## src/rtl/inst_seq_pkg.sv

```systemverilog
// Shared types and constants for the instruction-sequence driver.
// Provides mode/state enums, the RV32 NOP word and the index-width helper.
package inst_seq_pkg;

  typedef enum logic [1:0] {
    SEQ_ONESHOT = 2'd0,
    SEQ_LOOP    = 2'd1,
    SEQ_HOLD    = 2'd2
  } mode_e;

  typedef enum logic [1:0] {
    ST_IDLE = 2'd0,
    ST_RUN  = 2'd1,
    ST_DONE = 2'd2
  } state_e;

  localparam logic [31:0] RV32_NOP = 32'h0000_0013;

  localparam int unsigned SEQ_DEPTH_DEF = 16;
  localparam int unsigned SEQ_IDXW_DEF  = $clog2(SEQ_DEPTH_DEF);

  function automatic int unsigned idx_w(input int unsigned depth);
    return (depth < 2) ? 1 : $clog2(depth);
  endfunction

endpackage

```

## src/rtl/inst_seq_table.sv

```systemverilog
// Sequence table: DEPTH x IW flop array, one write port, async read.
// Ports: clk, we_i/waddr_i/wdata_i write port, raddr_i -> rdata_o read port.
module inst_seq_table
  import inst_seq_pkg::*;
#(
  parameter int DEPTH = 16,
  parameter int IW    = 32
) (
  input  logic                      clk,
  input  logic                      we_i,
  input  logic [idx_w(DEPTH)-1:0]   waddr_i,
  input  logic [IW-1:0]             wdata_i,
  input  logic [idx_w(DEPTH)-1:0]   raddr_i,
  output logic [IW-1:0]             rdata_o
);

  logic [IW-1:0] mem_q [DEPTH];

  // Contents survive reset on purpose so a restart replays the same program.
  always_ff @(posedge clk) begin
    if (we_i) mem_q[waddr_i] <= wdata_i;
  end

  assign rdata_o = mem_q[raddr_i];

endmodule

```

## src/rtl/inst_seq_driver.sv

```systemverilog
// Instruction-stream driver: replays a programmed table one-shot, looped or held.
// Ports: cfg_* table/sequence setup, start/abort control, fetch_ready handshake,
// inst_o/inst_valid_o to core, idx_o/issue_cnt_o/busy_o/done_o status.
// Option: INST_SEQ_NOP_PAD_EN marks NOP padding valid while DONE.
module inst_seq_driver
  import inst_seq_pkg::*;
#(
  parameter int DEPTH = SEQ_DEPTH_DEF,
  parameter int IW    = 32,
  parameter int CNTW  = 16
) (
  input  logic                      clk,
  input  logic                      reset_x,
  input  logic                      cfg_we,
  input  logic [idx_w(DEPTH)-1:0]   cfg_addr,
  input  logic [IW-1:0]             cfg_data,
  input  logic [idx_w(DEPTH):0]     cfg_len,
  input  logic [1:0]                cfg_mode,
  input  logic [CNTW-1:0]           cfg_loops,
  input  logic                      start,
  input  logic                      abort,
  input  logic                      fetch_ready,
  output logic [IW-1:0]             inst_o,
  output logic                      inst_valid_o,
  output logic [idx_w(DEPTH)-1:0]   idx_o,
  output logic [CNTW-1:0]           issue_cnt_o,
  output logic                      busy_o,
  output logic                      done_o
);

  localparam int IXW = idx_w(DEPTH);
  localparam int LW  = IXW + 1;

  state_e          state_q, state_d;
  logic [1:0]      mode_q, mode_d;
  logic [LW-1:0]   len_q, len_d;
  logic [CNTW-1:0] loops_q, loops_d;
  logic [CNTW-1:0] pass_q, pass_d;
  logic [CNTW-1:0] cnt_q, cnt_d;
  logic [IXW-1:0]  idx_q, idx_d;
  logic [IW-1:0]   rd_data;
  logic            busy, fire, last, final_pass;

  assign busy = (state_q == ST_RUN);
  assign fire = busy & fetch_ready;
  assign last = ({1'b0, idx_q} == len_q - LW'(1));
  assign final_pass = (loops_q != '0) &&
                      (pass_q == loops_q - CNTW'(1));

  inst_seq_table #(
    .DEPTH(DEPTH),
    .IW   (IW)
  ) u_table (
    .clk    (clk),
    .we_i   (cfg_we & ~busy),
    .waddr_i(cfg_addr),
    .wdata_i(cfg_data),
    .raddr_i(idx_q),
    .rdata_o(rd_data)
  );

  always_ff @(posedge clk or negedge reset_x) begin
    if (!reset_x) begin
      state_q <= ST_IDLE;
      mode_q  <= '0;
      len_q   <= '0;
      loops_q <= '0;
      pass_q  <= '0;
      cnt_q   <= '0;
      idx_q   <= '0;
    end else begin
      state_q <= state_d;
      mode_q  <= mode_d;
      len_q   <= len_d;
      loops_q <= loops_d;
      pass_q  <= pass_d;
      cnt_q   <= cnt_d;
      idx_q   <= idx_d;
    end
  end

  always_comb begin
    state_d = state_q;
    mode_d  = mode_q;
    len_d   = len_q;
    loops_d = loops_q;
    pass_d  = pass_q;
    cnt_d   = cnt_q;
    idx_d   = idx_q;
    if (abort) begin
      state_d = ST_IDLE;
      idx_d   = '0;
    end else if (start && !busy) begin
      mode_d  = cfg_mode;
      len_d   = cfg_len;
      loops_d = cfg_loops;
      pass_d  = '0;
      cnt_d   = '0;
      idx_d   = '0;
      state_d = (cfg_len == '0) ? ST_DONE : ST_RUN;
    end else if (fire) begin
      if (cnt_q != {CNTW{1'b1}}) cnt_d = cnt_q + CNTW'(1);
      if (mode_q == SEQ_HOLD) begin
        idx_d = '0;
      end else if (!last) begin
        idx_d = idx_q + IXW'(1);
      end else if (mode_q == SEQ_LOOP && !final_pass) begin
        // loops==0 never reaches final_pass, so it wraps forever
        idx_d  = '0;
        pass_d = pass_q + CNTW'(1);
      end else begin
        state_d = ST_DONE;
      end
    end
  end

  assign busy_o      = busy;
  assign done_o      = (state_q == ST_DONE);
  assign idx_o       = idx_q;
  assign issue_cnt_o = cnt_q;
  assign inst_o      = busy ? rd_data : IW'(RV32_NOP);

`ifdef INST_SEQ_NOP_PAD_EN
  assign inst_valid_o = busy | done_o;
`else
  assign inst_valid_o = busy;
`endif

endmodule

```

## config.mk

```make
export PLATFORM = sky130hd
export DESIGN_NAME = inst_seq_driver
export DESIGN_NICKNAME = d
export VERILOG_FILES = /design/src/rtl/inst_seq_pkg.sv /design/src/rtl/inst_seq_table.sv /design/src/rtl/inst_seq_driver.sv
export SDC_FILE = /design/constraint.sdc
export NUM_CORES = 1
export LEC_CHECK = 0
export BUFFER_PORTS_ARGS = -buffer_cell sky130_fd_sc_hd__buf_2
export CORE_UTILIZATION = 30
export CTS_BUF_LIST = sky130_fd_sc_hd__clkbuf_8
export DETAILED_ROUTE_END_ITERATION = 12
export MAX_ROUTING_LAYER = met4
export PLACE_DENSITY = 0.46
export SLEW_MARGIN = 20
export SYNTH_ARGS = -nofsm -noshare
export SYNTH_HDL_FRONTEND = slang
export SYNTH_SLANG_ARGS = --single-unit
```

## constraint.sdc

```tcl
create_clock -name clk -period 6.94 [get_ports clk]
set_clock_uncertainty 0.2 [all_clocks]
set_input_delay 0.347 -clock clk [delete_from_list [all_inputs] [get_ports clk]]
set_output_delay 0.347 -clock clk [all_outputs]
set_load 0.01 [all_outputs]
```

==> impl_results.rst, run 1 <==
.. list-table::
   :header-rows: 1

   * - Metric
     - Value
   * - Largest net degree at the start of global routing
     - between 80 and 90
   * - Category of the most critical setup path
     - reg2out
   * - Highest clock frequency the design can meet
     - roughly 230 MHz
   * - Worst path top cell family by delay
     - flip-flops
   * - Final-report hold violation count
     - 0
   * - Die X-Extent
     - 280.0 um
   * - Htree depth
     - 3
   * - Sequential Power Share
     - 0.546
   * - Most common cell type on the critical path
     - sky130_fd_sc_hd__mux4_2
   * - Initial core utilization
     - 0.3043
   * - Stages on the worst setup path
     - 5
   * - Fraction of post-synthesis cell area in the top cell type by area
     - 0.6631
   * - Starting DRT DRC Count
     - around 830
   * - Worst hold path class
     - in2reg
   * - Synthesis-to-finish area growth
     - 18.92%
   * - Critical path launch point type
     - flip-flop
   * - TritonCTS buffer count
     - 99
   * - Min cycle time layout
     - ~4.4 ns
   * - Total track usage
     - 0.1579
   * - Post-placement worst setup slack
     - ~3.2 ns
   * - Area of the placeable core
     - 0.07620 mm2
   * - Prevailing post-synth register cell
     - sky130_fd_sc_hd__edfxtp_1
   * - Number of antenna violations at the first check in global routing
     - 7
   * - Async set-or-reset flop fraction in the synthesized netlist
     - 0.1065
   * - Detailed-route via count
     - roughly 12000
   * - Number of pins exceeding their max-slew limit in the final report
     - 0
   * - Worst path setup slack after routing
     - approximately 2.5 ns
   * - Buffer levels on the longest clock path
     - 3
   * - Power after layout
     - a little over 7 mW
   * - Clock power frac
     - 0.391
   * - Wire length of the first global-routing pass
     - between 80000 and 90000 um
   * - Post-synth top cells
     - 512 x sky130_fd_sc_hd__edfxtp_1, 151 x sky130_fd_sc_hd__mux4_2, 102 x sky130_fd_sc_hd__nand2_1
   * - Buffers on Ports
     - approximately 120
   * - Worst setup path startpoint
     - idx_o[1]$_DFFE_PN0P_
   * - Cell at the root of the clock tree
     - sky130_fd_sc_hd__clkbuf_8
   * - Number of nets in the layout
     - approximately 1500
   * - Share of the clock period used by the worst path
     - 0.6347
   * - Die boundary height
     - about 280 um
   * - Drt first pass iters
     - 4
   * - Dominant cell by count in the synthesized netlist
     - sky130_fd_sc_hd__edfxtp_1
   * - Leakage
     - between 9 and 10 nW
   * - Run status
     - finished, final reports clean
   * - Cells traversed along the worst timing path
     - buf_4, mux4_2, mux4_2, and2_1, buf_2
   * - Number of register bits inferred by synthesis
     - approximately 570
   * - Share of cells above drive strength 1
     - 0.2911
   * - Power density over the cells
     - about 260 mW/mm2
   * - Total detailed-routing wirelength
     - a little under 60000 um
   * - Clock insertion delay at the later pin of the skew report
     - 0.68 ns
   * - TritonCTS clock tree
     - done
   * - Peak VDD IR
     - approximately 130 uV
   * - Remaining max-slew budget at the tightest pin
     - 0.3408
   * - Worst Path Arrival
     - approximately 3.9 ns
   * - Switching power as a share of total power
     - 0.2450
   * - Worst slew pin tran
     - approximately 0.99 ns
   * - Number of synthesis warnings
     - 0
   * - Mapped Nets
     - about 1300
   * - Cell row count
     - just over 100
   * - Master of the slowest instance on the critical path
     - sky130_fd_sc_hd__dfrtp_4
   * - Post-synth EDFFs
     - 512
   * - DRC
     - 0
   * - Total buffers and inverters traversed by the critical path
     - 2
   * - Maximum capacitance violations
     - 0
   * - Final antenna-violating net count
     - 0
   * - DR WL/cell
     - 22.82 um
   * - Worst reg-to-reg path cell count
     - 7
   * - Netlist cell types
     - 65
   * - # setup viols final
     - 0
   * - Sink count of the clock tree
     - roughly 570
   * - Post-Synthesis Mean Instance Area
     - 18.91 um2
   * - Boundary Pins
     - 120
   * - Cell-internal power
     - approximately 5.4 mW
   * - Critical Path Max Stage Delay
     - between 1 and 1.5 ns
   * - Comb power frac
     - 0.064
   * - Worst Hold Path Cells
     - 3
   * - Worst Path Max Fanout
     - 55
   * - Worst flop-to-flop path startpoint
     - state_q[1]$_DFFE_PN0P_
   * - Final TNS setup
     - 0 ns
   * - Setup repair after global routing missed its margin
     - false
   * - Vias in the first global route
     - 13181
   * - Min-Delay Startpoint
     - cfg_addr[2]
   * - Post-synth design cell area
     - between 0.02 and 0.025 mm2
   * - Post-synthesis cell type with the largest combined area
     - sky130_fd_sc_hd__edfxtp_1
   * - CTS clk-pin slew, worst paths
     - 0.06 ns
   * - Post-cts resize count
     - 0
   * - Remaining Overflow, GRT
     - 0
   * - Required time of the critical path
     - about 6.4 ns
   * - Routability-driven placement congestion ratio
     - a little under 0.8
   * - Hold Worst Slack
     - 0.09433 ns
   * - Post-CTS setup buffer count
     - 0
   * - Area of the die
     - 0.07840 mm2
   * - Leading cell types by total area after synthesis
     - sky130_fd_sc_hd__edfxtp_1 66%, sky130_fd_sc_hd__mux4_2 15%, sky130_fd_sc_hd__dfrtp_1 6.6%
   * - HPWL after detailed placement
     - 32100 um
   * - Category of the worst setup path capture point
     - output pin
   * - Part of the Yosys area used for sequential elements
     - 0.7290
   * - Via density
     - 4.801
   * - Net switching power figure
     - about 1.7 mW
   * - Mapped Cells
     - 1226
-- layer usage --
layer	part of all wire	global-route usage
met4	0.019	0.04372
met3	0.047	0.03256
met1	0.45	0.2072
met2	0.49	0.2485
met5	0	-
-- repair_timing --
action,CTS,global route
endpoints found under the setup margin,0,0
hold endpoints to repair,603,0
hold buffers,59,0
-- state kept, by name, indices dropped and copies added (netlist names) --
register and flops:
idx_o 4, issue_cnt_o 16, state_q 2, mode_q 2, pass_q 16, u_table.mem_q 512
len_q 5, loops_q 16
-- power by group through the flow --
stage | logic (mW) | registers [mW] | clock network [mW]
floorplan | 0.269 | 3.94 | 0
global placement | 0.427 | 3.96 | 0
detailed placement | 0.434 | 3.96 | 0
CTS | 0.464 | 3.89 | 2.89
global route | 0.511 | 3.90 | 3.03
finish | 0.456 | 3.89 | 2.79
-- worst paths after layout --
check	slack [ns]	to
setup / recovery	2.54	inst_o[18]
hold reg to reg	0.33	len_q[4]$_DFFE_PN0P_
hold / removal	0.09	u_table.mem_q[2][22]$_DFFE_PP_
min in group asynchronous	0.18	loops_q[1]$_DFFE_PN0P_
setup reg to reg	3.27	pass_q[11]$_DFFE_PN0P_
max in group asynchronous	5.71	idx_o[1]$_DFFE_PN0P_
-- stage by stage --
step	instance area, um2	std cells	utilization
CTS	27530	2585	0.3613
global placement	25160	2344	0.3302
finish	27570	2590	0.3618
floorplan	23180	1226	-
detailed placement	25160	2344	0.3302
global route	27570	2590	0.3618
-- worst min-delay path: cells and delay by family --
family	cells	cell delay, ns
buf+inv	2	0.38
simple gates	1	0.08
-- cells by family (layout without fill, tap and decap cells) --
| group | Yosys count | in the layout | share of synthesized area |
|---|---|---|---|
| flip-flops | 573 | 573 | 0.7290 |
| AND/OR/NAND/NOR | 282 | 282 | 0.06082 |
| multiplexers | 169 | 169 | 0.1547 |
| AO/OA/AOI/OAI | 98 | 98 | 0.02876 |
| buffers and inverters | 70 | 400 | 0.01295 |
| XOR/XNOR | 28 | 28 | 0.01058 |
| adder cells (fa/ha/maj) | 6 | 6 | 0.003238 |
| other | 0 | 4 | 0 |
-- placed cells by master, fill, tap and decap left out, types with 4 or more instances in the layout --
master                          instances
sky130_fd_sc_hd__or4_1                  4
sky130_fd_sc_hd__nor4_1                 5
sky130_fd_sc_hd__and2_1                35
sky130_fd_sc_hd__buf_4                 27
sky130_fd_sc_hd__nand4_1                9
sky130_fd_sc_hd__and3_1                 7
sky130_fd_sc_hd__nor3_1                 6
sky130_fd_sc_hd__diode_2                4
sky130_fd_sc_hd__clkinv_1              36
sky130_fd_sc_hd__clkbuf_8             101
sky130_fd_sc_hd__a31oi_1                5
sky130_fd_sc_hd__nor2_4                13
sky130_fd_sc_hd__nor3_2                 4
sky130_fd_sc_hd__ha_1                   6
sky130_fd_sc_hd__nor2_1                31
sky130_fd_sc_hd__xor2_1                12
sky130_fd_sc_hd__a41o_1                 4
sky130_fd_sc_hd__and4_1                 4
sky130_fd_sc_hd__xnor2_1               16
sky130_fd_sc_hd__a21oi_1               20
sky130_fd_sc_hd__dfrtp_1               57
sky130_fd_sc_hd__nor2b_1                6
sky130_fd_sc_hd__edfxtp_1             512
sky130_fd_sc_hd__mux2i_1               17
sky130_fd_sc_hd__inv_1                 40
sky130_fd_sc_hd__o21ai_0               26
sky130_fd_sc_hd__nand2b_1              12
sky130_fd_sc_hd__nand3_1               25
sky130_fd_sc_hd__clkinv_2               8
sky130_fd_sc_hd__nand2_1              102
sky130_fd_sc_hd__or3_1                  8
sky130_fd_sc_hd__dlygate4sd3_1         59
sky130_fd_sc_hd__buf_2                119
sky130_fd_sc_hd__mux4_2               151
-- layout make-up --
type	count	area [um2]
fill	7185	48630
sequential	573	16910
multi-input combinational	583	6101
timing repair buffer	207	1436
clock buffer	101	1390
tap	1030	1289
clock inverter	81	390.4
inverter	11	41.29
antenna	4	10.01
Note: power is estimated with default switching activity, not from simulation.
==> inputs of run 2 (changes only) <==
- ABC_AREA: not set -> 1
- clock period: 6.94 -> 4.3 ns (I/O delays scaled with it)
==> impl_results.rst, run 2 <==
.. list-table::
   :header-rows: 1

   * - Metric
     - Value
   * - DR WL/cell
     - 20.76 um
   * - Boundary Pins
     - between 100 and 150
   * - Remaining Overflow, GRT
     - 0
   * - Simple-Gate Fraction of Synth Area
     - 0.1213
   * - Min cycle time layout
     - between 3 and 4 ns
   * - Post-cts resize count
     - 0
   * - DRC
     - 0
   * - Vias in the first global route
     - ~17000
   * - Starting DRT DRC Count
     - 990
   * - Share of cells above drive strength 1
     - 0.1490
   * - Cell row count
     - slightly above 100
   * - Die boundary height
     - 284.5 um
   * - Number of synthesis warnings
     - 0
   * - Maximum capacitance violations
     - 0
   * - Fraction of post-synthesis cell area in the top cell type by area
     - 0.6422
   * - Largest net degree at the start of global routing
     - around 130
   * - Worst Path Max Fanout
     - 130
   * - Hold Worst Slack
     - ~0.09 ns
   * - Final-report hold violation count
     - 0
   * - Post-synth EDFFs
     - between 500 and 600
   * - Setup repair after global routing missed its margin
     - false
   * - Async set-or-reset flop fraction in the synthesized netlist
     - 0.1065
   * - Most frequent standard cell in the layout excluding fill and tap cells
     - sky130_fd_sc_hd__edfxtp_1
   * - Htree depth
     - 3
   * - Utilization of the core after routing
     - 0.3642
   * - Wire length of the first global-routing pass
     - approximately 110000 um
   * - Synthesis-to-finish area growth
     - 20.19%
   * - Post-synth design cell area
     - approximately 0.024 mm2
   * - Category of the worst setup path capture point
     - output pin
   * - TritonCTS buffer count
     - 99
   * - Area of the die
     - just over 0.08 mm2
   * - # setup viols final
     - 0
   * - Routability-driven placement congestion ratio
     - a little over 0.8
   * - Total detailed-routing wirelength
     - 69790 um
   * - Prevailing post-synth register cell
     - sky130_fd_sc_hd__edfxtp_1
   * - Post-synth top cells
     - 512 x sky130_fd_sc_hd__edfxtp_1, 356 x sky130_fd_sc_hd__nor2_1, 278 x sky130_fd_sc_hd__o21ai_0
   * - Die X-Extent
     - approximately 280 um
   * - Post-Synthesis Mean Instance Area
     - 11.98 um2
   * - CTS clk-pin slew, worst paths
     - 0.06 ns
   * - Synth Area in Compound Gates
     - 0.1243
   * - Buffer levels on the longest clock path
     - 3
   * - Total track usage
     - 0.1774
   * - Number of antenna violations at the first check in global routing
     - 3
   * - Mapped Nets
     - 2070
   * - Post-cts hold buffer count
     - 100
   * - Initial core utilization
     - 0.3030
   * - Buffers on Ports
     - 119
   * - Mapped Cells
     - ~2000
   * - Clock insertion delay at the later pin of the skew report
     - about 0.69 ns
   * - Dominant cell by count in the synthesized netlist
     - sky130_fd_sc_hd__edfxtp_1
   * - Dominant combinational cell family by area after synthesis
     - compound AO/OA/AOI/OAI gates
   * - Required time of the critical path
     - approximately 3.9 ns
   * - Multiplexer share of the synthesized area
     - 0
   * - Detailed-route via count
     - 16632
   * - Final antenna-violating net count
     - 0
   * - Worst Path Arrival
     - 3.38 ns
   * - Highest clock frequency the design can meet
     - between 200 and 300 MHz
   * - TritonCTS clock tree
     - done
   * - Synthesized-area fraction occupied by xor and xnor cells
     - 0.01171
   * - Number of register bits inferred by synthesis
     - ~570
   * - Sink count of the clock tree
     - 573
   * - Critical path launch point type
     - flip-flop
   * - Via density
     - slightly below 5
   * - Remaining max-slew budget at the tightest pin
     - 0.3446
   * - Power after layout
     - between 10 and 15 mW
   * - Leading cell types by total area after synthesis
     - sky130_fd_sc_hd__edfxtp_1 64%, sky130_fd_sc_hd__dfrtp_1 6.4%, sky130_fd_sc_hd__o21ai_0 5.8%
   * - Category of the most critical setup path
     - reg2out
   * - Post-synthesis cell type with the largest combined area
     - sky130_fd_sc_hd__edfxtp_1
   * - Post-CTS setup buffer count
     - 0
   * - Number of pins exceeding their max-slew limit in the final report
     - 0
   * - Worst-case register-to-register setup slack
     - between 0.8 and 0.9 ns
   * - Cell at the root of the clock tree
     - sky130_fd_sc_hd__clkbuf_8
   * - Leakage
     - a little over 10 nW
   * - Reg with most FFs
     - u_table.mem_q
   * - Netlist cell types
     - 42
   * - Final TNS setup
     - 0 ns
   * - Most frequent cells in the layout
     - 512 x sky130_fd_sc_hd__edfxtp_1, 339 x sky130_fd_sc_hd__nor2_1, 278 x sky130_fd_sc_hd__o21ai_0
   * - Worst slew pin tran
     - around 1 ns
   * - Worst hold path class
     - in2reg
   * - Power density over the cells
     - 428.9 mW/mm2
   * - HPWL after detailed placement
     - ~37000 um
   * - Part of the Yosys area used for sequential elements
     - 0.7060
   * - Peak VDD IR
     - roughly 230 uV
   * - Area of the placeable core
     - 0.07900 mm2
   * - Run status
     - finished, final reports clean
   * - Share of the clock period used by the worst path
     - 0.8820
   * - Number of nets in the layout
     - 2305
   * - Number of flip-flops under the largest register name
     - approximately 500
   * - Drt first pass iters
     - 5
   * - Share of synthesized cell area in full adder, half adder and majority cells
     - 0.003136
==> run 2: cell count changes after synthesis, moves of 34 or more <==
cell,previous run,this run
sky130_fd_sc_hd__o21ai_0,26,278
sky130_fd_sc_hd__o211ai_1,2,38
sky130_fd_sc_hd__mux4_2,151,0
sky130_fd_sc_hd__o22ai_1,1,45
sky130_fd_sc_hd__nand2_1,102,209
sky130_fd_sc_hd__clkbuf_1,35,88
sky130_fd_sc_hd__nor2_1,44,356
sky130_fd_sc_hd__nand3_1,25,60
sky130_fd_sc_hd__o221ai_1,0,79
sky130_fd_sc_hd__inv_1,11,70
sky130_fd_sc_hd__and2_1,35,1
==> run 2: routing by layer <==
layer  GRT usage  part of all wire  vias to the layer above
met5           -                 0                        -
met4     0.04758             0.022                        0
met3     0.03355             0.049                      110
met2      0.2827              0.47                      404
met1      0.2310              0.46                     8344
li1            -                 -                     7774
==> run 2: worst paths after layout <==
path | startpoint | cells after the start | endpoint
worst max-delay path | idx_o[0]$_DFFE_PN0P_ | 6 | inst_o[21]
worst min-delay path | cfg_addr[0] | 3 | u_table.mem_q[11][22]$_DFFE_PP_
worst max register to register | state_q[0]$_DFFE_PN0P_ | 9 | loops_q[1]$_DFFE_PN0P_
worst min register to register | state_q[1]$_DFFE_PN0P_ | 2 | state_q[1]$_DFFE_PN0P_
max in group asynchronous | reset_x | 4 | pass_q[1]$_DFFE_PN0P_
min in group asynchronous | reset_x | 3 | loops_q[2]$_DFFE_PN0P_
==> run 2: final cells by class <==
| type | count | area [um2] |
|---|---|---|
| diodes | 3 | 7.507 |
| inverters | 74 | 284.0 |
| flip-flops and latches | 573 | 16910 |
| well taps | 1050 | 1314 |
| repair buffers | 258 | 2002 |
| clock buffers | 106 | 1459 |
| clock inverters | 70 | 435.4 |
| fillers | 7720 | 50230 |
| multi-input cells | 1228 | 6357 |
==> run 2: worst max-delay path, cell delays in order, from the launching register on <==
cell and delay, ns:
sky130_fd_sc_hd__dfrtp_4 0.86, sky130_fd_sc_hd__buf_12 0.46, sky130_fd_sc_hd__o21ai_0 0.20, sky130_fd_sc_hd__o221ai_1 0.23, sky130_fd_sc_hd__nand3_1 0.12, sky130_fd_sc_hd__a21oi_1 0.46, sky130_fd_sc_hd__buf_2 0.24
==> run 2: through the flow <==
step	worst slack, ns	cell area, um2	instances
3_3_place_gp	1.192	25870	3083
4_1_cts	0.3864	28770	3359
3_5_place_dp	1.173	25870	3083
6_report	0.5075	28770	3362
2_1_floorplan	1.406	23940	1999
5_1_grt	0.2538	28770	3362
==> run 2: kinds of logic (layout without fill, tap and decap cells) <==
logic type | count (synthesis) | count (layout)
other | 0 | 3
DFF | 573 | 573
and+or+nand+nor | 694 | 694
AOI/OAI and AO/OA | 496 | 496
xor gates and xnor gates | 32 | 32
buffers and inverters | 198 | 508
adders and majority gates | 6 | 6
==> run 2: power breakdown <==
part	leakage (nW)	total (mW)	internal, mW	switching, mW
logic	3.64	1.18	0.395	0.782
registers	5.42	6.35	6.22	0.128
clock network	1.06	4.82	2.53	2.29
